--- src/rtl/signed_divider.sv ---
// signed_divider: 32-bit signed restoring divider, 34-cycle fixed latency
//   clock, reset (sync, active-high)
//   ctrl_DIV        start pulse, operands sampled in the same cycle
//   data_operandA   dividend, two's complement
//   data_operandB   divisor, two's complement
//   data_result     quotient truncated toward zero, held until next completion
//   data_exception  divide-by-zero or INT_MIN/-1 overflow, held with data_result
//   data_resultRDY  one-cycle done pulse
module signed_divider (
    input  logic        clock,
    input  logic        reset,
    input  logic        ctrl_DIV,
    input  logic [31:0] data_operandA,
    input  logic [31:0] data_operandB,
    output logic [31:0] data_result,
    output logic        data_exception,
    output logic        data_resultRDY
);
    typedef enum logic [1:0] {IDLE, RUN, FIXUP} state_t;
    state_t state, next;
    logic [5:0]  cnt;
    logic [31:0] q, mag_b;
    // Partial remainder always stays below mag_b <= 2^31, so its 33rd bit is
    // structurally zero and only the low 32 bits are stored.
    logic [31:0] r;
    logic [32:0] t, d;
    logic        neg, dz, ovf;
    always_comb begin
        t    = {r, q[31]};
        d    = t - {1'b0, mag_b};
        next = ctrl_DIV ? RUN : state == RUN ? (cnt == 6'd31 ? FIXUP : RUN) : IDLE;
    end
    always_ff @(posedge clock) begin
        if (reset) state <= IDLE;
        else       state <= next;
    end
    always_ff @(posedge clock) begin
        if (reset) begin
            cnt            <= '0;
            r              <= '0;
            q              <= '0;
            mag_b          <= '0;
            neg            <= 1'b0;
            dz             <= 1'b0;
            ovf            <= 1'b0;
            data_result    <= '0;
            data_exception <= 1'b0;
            data_resultRDY <= 1'b0;
        end else begin
            data_resultRDY <= 1'b0;
            if (ctrl_DIV) begin
                cnt   <= '0;
                r     <= '0;
                q     <= data_operandA[31] ? ~data_operandA + 32'd1 : data_operandA;
                mag_b <= data_operandB[31] ? ~data_operandB + 32'd1 : data_operandB;
                neg   <= data_operandA[31] ^ data_operandB[31];
                dz    <= data_operandB == 32'd0;
                ovf   <= data_operandA == 32'h8000_0000 && data_operandB == 32'hFFFF_FFFF;
            end else if (state == RUN) begin
                r   <= d[32] ? t[31:0] : d[31:0];
                q   <= {q[30:0], ~d[32]};
                cnt <= cnt + 6'd1;
            end else if (state == FIXUP) begin
                data_result    <= dz ? 32'd0 : ovf ? 32'h8000_0000 : neg ? ~q + 32'd1 : q;
                data_exception <= dz | ovf;
                data_resultRDY <= 1'b1;
            end
        end
    end
endmodule
--- config.mk ---
export PLATFORM = sky130hd
export DESIGN_NAME = signed_divider
export DESIGN_NICKNAME = d
export VERILOG_FILES = /design/src/rtl/signed_divider.sv
export SDC_FILE = /design/constraint.sdc
export NUM_CORES = 1
export LEC_CHECK = 0
export ABC_AREA = 1
export BUFFER_PORTS_ARGS = -buffer_cell sky130_fd_sc_hd__buf_2
export CAP_MARGIN = 20
export CORE_UTILIZATION = 49
export CTS_BUF_LIST = sky130_fd_sc_hd__clkbuf_8
export DETAILED_ROUTE_END_ITERATION = 16
export GPL_TIMING_DRIVEN = 0
export PLACE_DENSITY = 0.8
export SETUP_SLACK_MARGIN = 0.5
export SLEW_MARGIN = 0
export SYNTH_ARGS = -nofsm -noshare
export SYNTH_HDL_FRONTEND = slang
export SYNTH_SLANG_ARGS = --single-unit
export TNS_END_PERCENT = 30
--- constraint.sdc ---
create_clock -name clock -period 2.12 [get_ports clock]
set_input_delay 0.212 -clock clock [delete_from_list [all_inputs] [get_ports clock]]
set_output_delay 0.212 -clock clock [all_outputs]
set_load 0.01 [all_outputs]
==> results of run 1 <==
-- registers in the layout, indices dropped and copies added (netlist names), 2 cells and up --
register / count
mag_b: 32
q: 32
data_result: 32
cnt: 6
r: 32
state: 2
-- final timing paths --
| kind | end | cells past startpoint |
|---|---|---|
| worst min register to register | data_result[21]$_SDFFE_PP0P_ | 2 |
| worst max register to register | r[4]$_SDFFE_PP0P_ | 18 |
| worst max-delay path | r[4]$_SDFFE_PP0P_ | 18 |
| worst min-delay path | q[0]$_SDFFE_PP0P_ | 3 |
-- power breakdown --
group	switching, mW	internal [mW]	total, mW
Sequential	0.0877	2.75	2.84
Combinational	1.40	0.663	2.06
Clock	1.28	0.987	2.27
Total	2.77	4.40	7.17
-- critical path, stage by stage (launching register included) --
cell	delay [ns]
sky130_fd_sc_hd__dfxtp_2	0.36
sky130_fd_sc_hd__inv_4	0.05
sky130_fd_sc_hd__ha_4	0.15
sky130_fd_sc_hd__fa_2	0.34
sky130_fd_sc_hd__inv_2	0.06
sky130_fd_sc_hd__nand2_2	0.05
sky130_fd_sc_hd__nand2_2	0.08
sky130_fd_sc_hd__nand3_2	0.08
sky130_fd_sc_hd__nand2_2	0.09
sky130_fd_sc_hd__nand2_2	0.06
sky130_fd_sc_hd__nand2_4	0.09
sky130_fd_sc_hd__nand2_4	0.08
sky130_fd_sc_hd__nand2_4	0.08
sky130_fd_sc_hd__nand2_2	0.09
sky130_fd_sc_hd__nand2_8	0.16
sky130_fd_sc_hd__clkbuf_16	0.17
sky130_fd_sc_hd__nand2_1	0.07
sky130_fd_sc_hd__nand3_1	0.09
sky130_fd_sc_hd__a21oi_1	0.07
-- what timing repair did --
item | in CTS | in global routing
gates cloned | 1 | 3
pin swaps | 25 | 60
buffers inserted | 9 | 3
resized for setup | 91 | 124
endpoints found under the setup margin | 93 | 104
-- routing by layer --
layer / vias to the layer above / track usage, %
met5: - / 0
met3: 102 / 5.33
met2: 620 / 53.1
met4: 0 / 12.8
met1: 5757 / 42.8
li1: 6240 / -
-- cells by family after synthesis --
kind of cell             after synthesis
adder cells (fa/ha/maj)               38
flip-flops                           141
XOR/XNOR                              39
buffers and inverters                379
AND/OR/NAND/NOR                     1006
AO/OA/AOI/OAI                        289
-- cell usage after synthesis (5+ instances only) --
master / count / area share (%)
sky130_fd_sc_hd__o21ai_0: 106 / 4.8
sky130_fd_sc_hd__nor4_1: 7 / 0.40
sky130_fd_sc_hd__nor3_1: 27 / 1.2
sky130_fd_sc_hd__buf_1: 6 / 0.21
sky130_fd_sc_hd__ha_1: 37 / 4.2
sky130_fd_sc_hd__a21oi_2: 5 / 0.40
sky130_fd_sc_hd__o22ai_1: 16 / 0.91
sky130_fd_sc_hd__o211ai_1: 5 / 0.34
sky130_fd_sc_hd__nand3_1: 138 / 6.3
sky130_fd_sc_hd__clkbuf_1: 46 / 1.6
sky130_fd_sc_hd__nor2_1: 132 / 4.5
sky130_fd_sc_hd__nand2_4: 5 / 0.51
sky130_fd_sc_hd__dfxtp_1: 141 / 26
sky130_fd_sc_hd__a21boi_0: 9 / 0.62
sky130_fd_sc_hd__a21oi_1: 129 / 5.9
sky130_fd_sc_hd__inv_1: 312 / 11
sky130_fd_sc_hd__nand3b_1: 7 / 0.48
sky130_fd_sc_hd__xor2_1: 37 / 3.0
sky130_fd_sc_hd__nand4_1: 26 / 1.5
sky130_fd_sc_hd__nand3_2: 5 / 0.46
sky130_fd_sc_hd__nand2_1: 622 / 21
sky130_fd_sc_hd__nor2_2: 6 / 0.34
sky130_fd_sc_hd__nand2_2: 14 / 0.80
-- layout make-up --
| type | count | area, µm² |
|---|---|---|
| Timing Repair Buffer | 112 | 689 |
| Sequential cell | 141 | 2830 |
| Inverter | 317 | 1200 |
| Fill cell | 2113 | 8660 |
| Clock inverter | 15 | 171 |
| Clock buffer | 17 | 234 |
| Buffer | 62 | 352 |
| Tap cell | 280 | 350 |
| Multi-Input combinational cell | 1372 | 7400 |
==> reports/results.txt, run 1 <==
number of top-level pins -> 101
layout-stage area growth over the synthesis result -> 20.4%
ys flop type -> sky130_fd_sc_hd__dfxtp_1
share of synthesized flip-flops with an asynchronous set or reset -> 0%
#FFs+latches synth -> 141
Layout Utilization -> 60.4%
chip height -> 152 µm
post-synthesis compound-gate area fraction -> 14.3%
ratio of total power to cell area -> 542 mW/mm²
H-Tree Level Count -> 4
Setup violations, final -> 33
critical path startpoint -> q[31]$_SDFFE_PP0P_
antenna violations before repair -> 0
routed length on met3 -> 3.20 mm
hold slack final -> 0.0392 ns
count of different cell masters after synthesis -> 53
final setup skew -> 0.0218 ns
placeable core region -> 0.0219 mm²
leading cell type in the layout, fill and taps excluded -> sky130_fd_sc_hd__nand2_1
Max Clock Freq -> 420 MHz
RSZ-0062 raised after global routing -> true
vias in the first global route -> 11200
most frequent cells in the layout -> sky130_fd_sc_hd__nand2_1 (586), sky130_fd_sc_hd__inv_1 (296), sky130_fd_sc_hd__dfxtp_1 (136), sky130_fd_sc_hd__nor2_1 (125), sky130_fd_sc_hd__a21oi_1 (117)
category of the most critical setup path -> reg -> reg
arrival time of data at the critical path endpoint -> 2.72 ns
all-layer global routing usage -> 32.6%
routed vias -> 12700
placed instance count -> 2268
amount of wire on met2 after detailed routing -> 17.1 mm
dpl hpwl -> 28.5 mm
routability cong. -> 1.01
global-route wire length before repair -> 57.6 mm
simple-gate portion of the synthesized area -> 39.1%
Worst Tran Pin Value -> 0.874 ns
GRT Residual Overflow -> 0
endpoint class of the critical path -> flop
Post-Synthesis Mean Instance Area -> 5.80 µm²
routed length on met1 -> 16.1 mm
Hold WC Path Type -> in -> reg
number of iterations in the first detailed-routing pass -> 8
period utilization -> 112%
hold violation count in the final report -> 0
Worst R2R Setup Slack -> -0.26 ns
routed wire length -> 37.8 mm
TritonCTS clock tree -> done
worst path required time -> 2.46 ns
ratio of cells with drive above 1 in the final layout -> 17.1%
LEAKAGE -> 6.31 nW
Post-Syn Instances -> 1892
Iteration-0 DRC Markers -> 1158
post-cts hold buffer count -> 0
source of the worst register-to-register timing path -> q[31]$_SDFFE_PP0P_
failing checks -> setup timing
Peak VDD IR -> 0.000380 V
Port Buf Inserts -> 96
initial core utilization -> 50.2%
wire length per cell -> 16.3 µm
post-detailed-route via-to-cell ratio -> 5.49
time the final worst path needs with I/O delays and setup -> 2.38 ns
worst slack at placement -> -0.287 ns
number of cells in the finished layout apart from fillers -> 2316
xor and xnor area share after synthesis -> 3.11%
post-synthesis adder-cell area fraction -> 4.40%
final worst setup slack -> -0.259 ns
CTS Buffer Depth -> 2
sequential area share after synthesis -> 25.7%
sink count of the clock tree -> 141
TritonCTS Buffers -> 17
main combinational cell family by area after synthesis -> simple AND/OR/NAND/NOR gates
startpoint kind of the worst setup timing path -> flop
DP Area -> 0.0118 mm²
die outline width -> 152 µm
multiplexer share of the synthesized area -> 0%
number of warning messages in the yosys log -> 0
post-synthesis net count -> 1997
antenna diode count -> 0
Final Max Slew Viols -> 0
floorplan row count -> 54
worst skew pair latency -> 0.48 ns
max-slew headroom at the worst pin -> 41.5%
nets@finish -> 2128
number of enable flip-flop cells after synthesis -> 0
cell area after layout -> 0.0132 mm²
pin count of the biggest net entering global routing -> 17
crit-path max FO -> 8
mapped cell area -> 0.0110 mm²
# Max-Cap Violations -> 0
hold path startpoint -> data_operandA[0]
total power -> 7.17 mW
topmost layer with routed signal wires -> met4
status -> complete, but fails checks
post-route setup TNS -> -6.49 ns
die footprint -> 0.0230 mm²
post-route DRC violation count -> 0
buffer cell driving the clock tree root -> sky130_fd_sc_hd__clkbuf_8
Clock Pin Slew Worst Setup and Hold Paths -> 0.09 ns
count of antenna-violating nets left after detailed routing -> 0
Note: power is estimated with default switching activity, not from simulation.
==> run 2: changes to the inputs <==
--- a/config.mk
+++ b/config.mk
@@ -6,7 +6,7 @@
 export NUM_CORES = 1
 export LEC_CHECK = 0
 export ABC_AREA = 1
-export BUFFER_PORTS_ARGS = -buffer_cell sky130_fd_sc_hd__buf_2
+export BUFFER_PORTS_ARGS = -buffer_cell sky130_fd_sc_hd__buf_4
 export CAP_MARGIN = 20
 export CORE_UTILIZATION = 49
 export CTS_BUF_LIST = sky130_fd_sc_hd__clkbuf_8
==> run 2 against run 1 <==
Clock-buffer cell count unchanged. The flow still finishes with violations (setup timing). Combinational power about the same. Global-route usage decreased by 0.064 points. Register-to-register slack got worse by 0.04 ns. Largest power group unchanged. First-iteration DRC count increased by 7.4%. Sequential power about the same. Clock power about the same.
==> reports/results.txt, run 2 (synthesized netlist as in run 1, its figures left out) <==
status -> complete, but fails checks
failing checks -> setup timing
Clock Pin Slew Worst Setup and Hold Paths -> 0.09 ns
Port Buf Inserts -> 96
Peak VDD IR -> 0.000497 V
die outline width -> 152 µm
cell area after layout -> 0.0135 mm²
cell with the largest stage delay on the worst path -> sky130_fd_sc_hd__fa_2
routed vias -> 12800
crit-path cells -> inv_4, ha_4, fa_2, inv_2, nand2_2, nand2_2, nand3_2, nand2_2, nand2_2, nand2_4, nand2_4, nand2_4, nand2_4, nand2_8, buf_12, buf_16, nand2_4, nand3_2, a21oi_2
antenna violations before repair -> 0
ratio of total power to cell area -> 534 mW/mm²
worst skew pair latency -> 0.48 ns
Max Clock Freq -> 413 MHz
portion of total power attributed to the clock network -> 31.7%
nets@finish -> 2126
count of antenna-violating nets left after detailed routing -> 0
worst slack at placement -> -0.282 ns
CTS Buffer Depth -> 2
wire length per cell -> 16.3 µm
final setup skew -> 0.0233 ns
placeable core region -> 0.0219 mm²
TritonCTS clock tree -> done
highest cell delay on the worst timing path -> 0.40 ns
GRT Residual Overflow -> 0
number of cells in the finished layout apart from fillers -> 2314
crit-path max FO -> 7
most frequent cells in the layout -> sky130_fd_sc_hd__nand2_1 (583), sky130_fd_sc_hd__inv_1 (292), sky130_fd_sc_hd__dfxtp_1 (136), sky130_fd_sc_hd__nor2_1 (122), sky130_fd_sc_hd__a21oi_1 (115)
worst path required time -> 2.44 ns
floorplan row count -> 54
Net Sw Frac -> 38.4%
max-slew headroom at the worst pin -> 38.8%
all-layer global routing usage -> 32.5%
dpl hpwl -> 28.7 mm
time the final worst path needs with I/O delays and setup -> 2.42 ns
RSZ-0062 raised after global routing -> true
category of the most critical setup path -> reg -> reg
Crit path top cell by count -> sky130_fd_sc_hd__nand2_4
Setup violations, final -> 33
die footprint -> 0.0230 mm²
sink count of the clock tree -> 141
Layout Utilization -> 61.6%
placed instance count -> 2268
hold violation count in the final report -> 0
routability cong. -> 1.01
antenna diode count -> 0
endpoint class of the critical path -> flop
number of iterations in the first detailed-routing pass -> 7
LEAKAGE -> 6.33 nW
switching power total -> 2.76 mW
# Max-Cap Violations -> 0
Iteration-0 DRC Markers -> 1244
final worst setup slack -> -0.303 ns
ratio of cells with drive above 1 in the final layout -> 17.7%
Worst Tran Pin Value -> 0.915 ns
routed wire length -> 37.7 mm
H-Tree Level Count -> 4
initial core utilization -> 50.2%
arrival time of data at the critical path endpoint -> 2.74 ns
TritonCTS Buffers -> 17
global-route wire length before repair -> 57.9 mm
vias in the first global route -> 11500
Hold WC Path Type -> in -> reg
Logic pwr share -> 28.8%
period utilization -> 114%
post-route DRC violation count -> 0
pin count of the biggest net entering global routing -> 17
layout-stage area growth over the synthesis result -> 22.8%
post-detailed-route via-to-cell ratio -> 5.52
chip height -> 152 µm
share of total power in sequential cells -> 39.5%
startpoint kind of the worst setup timing path -> flop
number of top-level pins -> 101
buffer cell driving the clock tree root -> sky130_fd_sc_hd__clkbuf_8
DP Area -> 0.0121 mm²
leading cell type in the layout, fill and taps excluded -> sky130_fd_sc_hd__nand2_1
Internal -> 4.43 mW
Final Max Slew Viols -> 0
run 2: cell count changes in the layout (fill, tap and decap cells not counted), sizes merged:
| cell | previous run | this run |
|---|---|---|
| clkinvlp | 3 | 1 |
| buf | 126 | 128 |
| clkinv | 4 | 6 |
| clkbuf | 65 | 61 |
run 2: layout make-up:
type	instances	area [µm²]
Buffer	62	360
Fill cell	2077	8410
Tap cell	280	350
Timing Repair Buffer	110	882
Clock buffer	17	234
Clock inverter	15	170
Multi-Input combinational cell	1372	7450
Inverter	317	1200
Sequential cell	141	2830
run 2: critical path, delay by kind of cell (launching register included):
family | cells | cell delay (ns)
fa+ha+maj | 2 | 0.56
compound gates | 1 | 0.05
simple gates | 12 | 0.89
buf+inv | 4 | 0.36
flops | 1 | 0.37
run 2: routing by layer:
| layer | global-route usage, % | vias to the layer above | wire length [µm] |
|---|---|---|---|
| met4 | 14.3 | 0 | 1610 |
| met1 | 41.4 | 5730 | 15400 |
| met5 | 0 | - | 0 |
| met2 | 53.3 | 666 | 17100 |
| met3 | 6.14 | 112 | 3560 |
| li1 | - | 6258 | - |
run 2: path summary, 6_finish.rpt:
kind / from / to / slack, ns / cells past startpoint
min reg2reg: mag_b[25]$_SDFFE_PP0P_ / mag_b[25]$_SDFFE_PP0P_ / 0.47 / 2
min: data_operandA[0] / q[0]$_SDFFE_PP0P_ / 0.06 / 3
max: q[31]$_SDFFE_PP0P_ / r[0]$_SDFFE_PP0P_ / -0.30 / 19
max reg2reg: q[31]$_SDFFE_PP0P_ / r[0]$_SDFFE_PP0P_ / -0.30 / 19
run 2: repair_timing:
| item | 4_1_cts | 5_1_grt |
|---|---|---|
| endpoints found under the setup margin | 97 | 107 |
| pin swaps | 24 | 52 |
| buffers inserted | 9 | 3 |
| gates cloned | 2 | 0 |
| hold endpoints to repair | 0 | 0 |
| resized for setup | 95 | 147 |
| hold buffers | 0 | 0 |
run 2: metrics by stage:
step                      power [mW]  hold slack, ns  setup TNS (ns)
after global routing            7.55          0.0621          -10.19
after CTS                       7.03          0.0339           -3.41
final                           7.20          0.0588           -7.41
after floorplan                 4.08           0.349               0
after detailed placement        4.65           0.446           -8.36
after global placement          4.63           0.448           -6.76
run 2: power groups by stage:
stage	Clock, mW	Combinational (mW)	Sequential, mW
floorplan	0	1.22	2.86
detailed placement	0	1.77	2.89
finish	2.28	2.07	2.84
global placement	0	1.75	2.88
global route	2.42	2.27	2.85
CTS	2.30	1.91	2.83
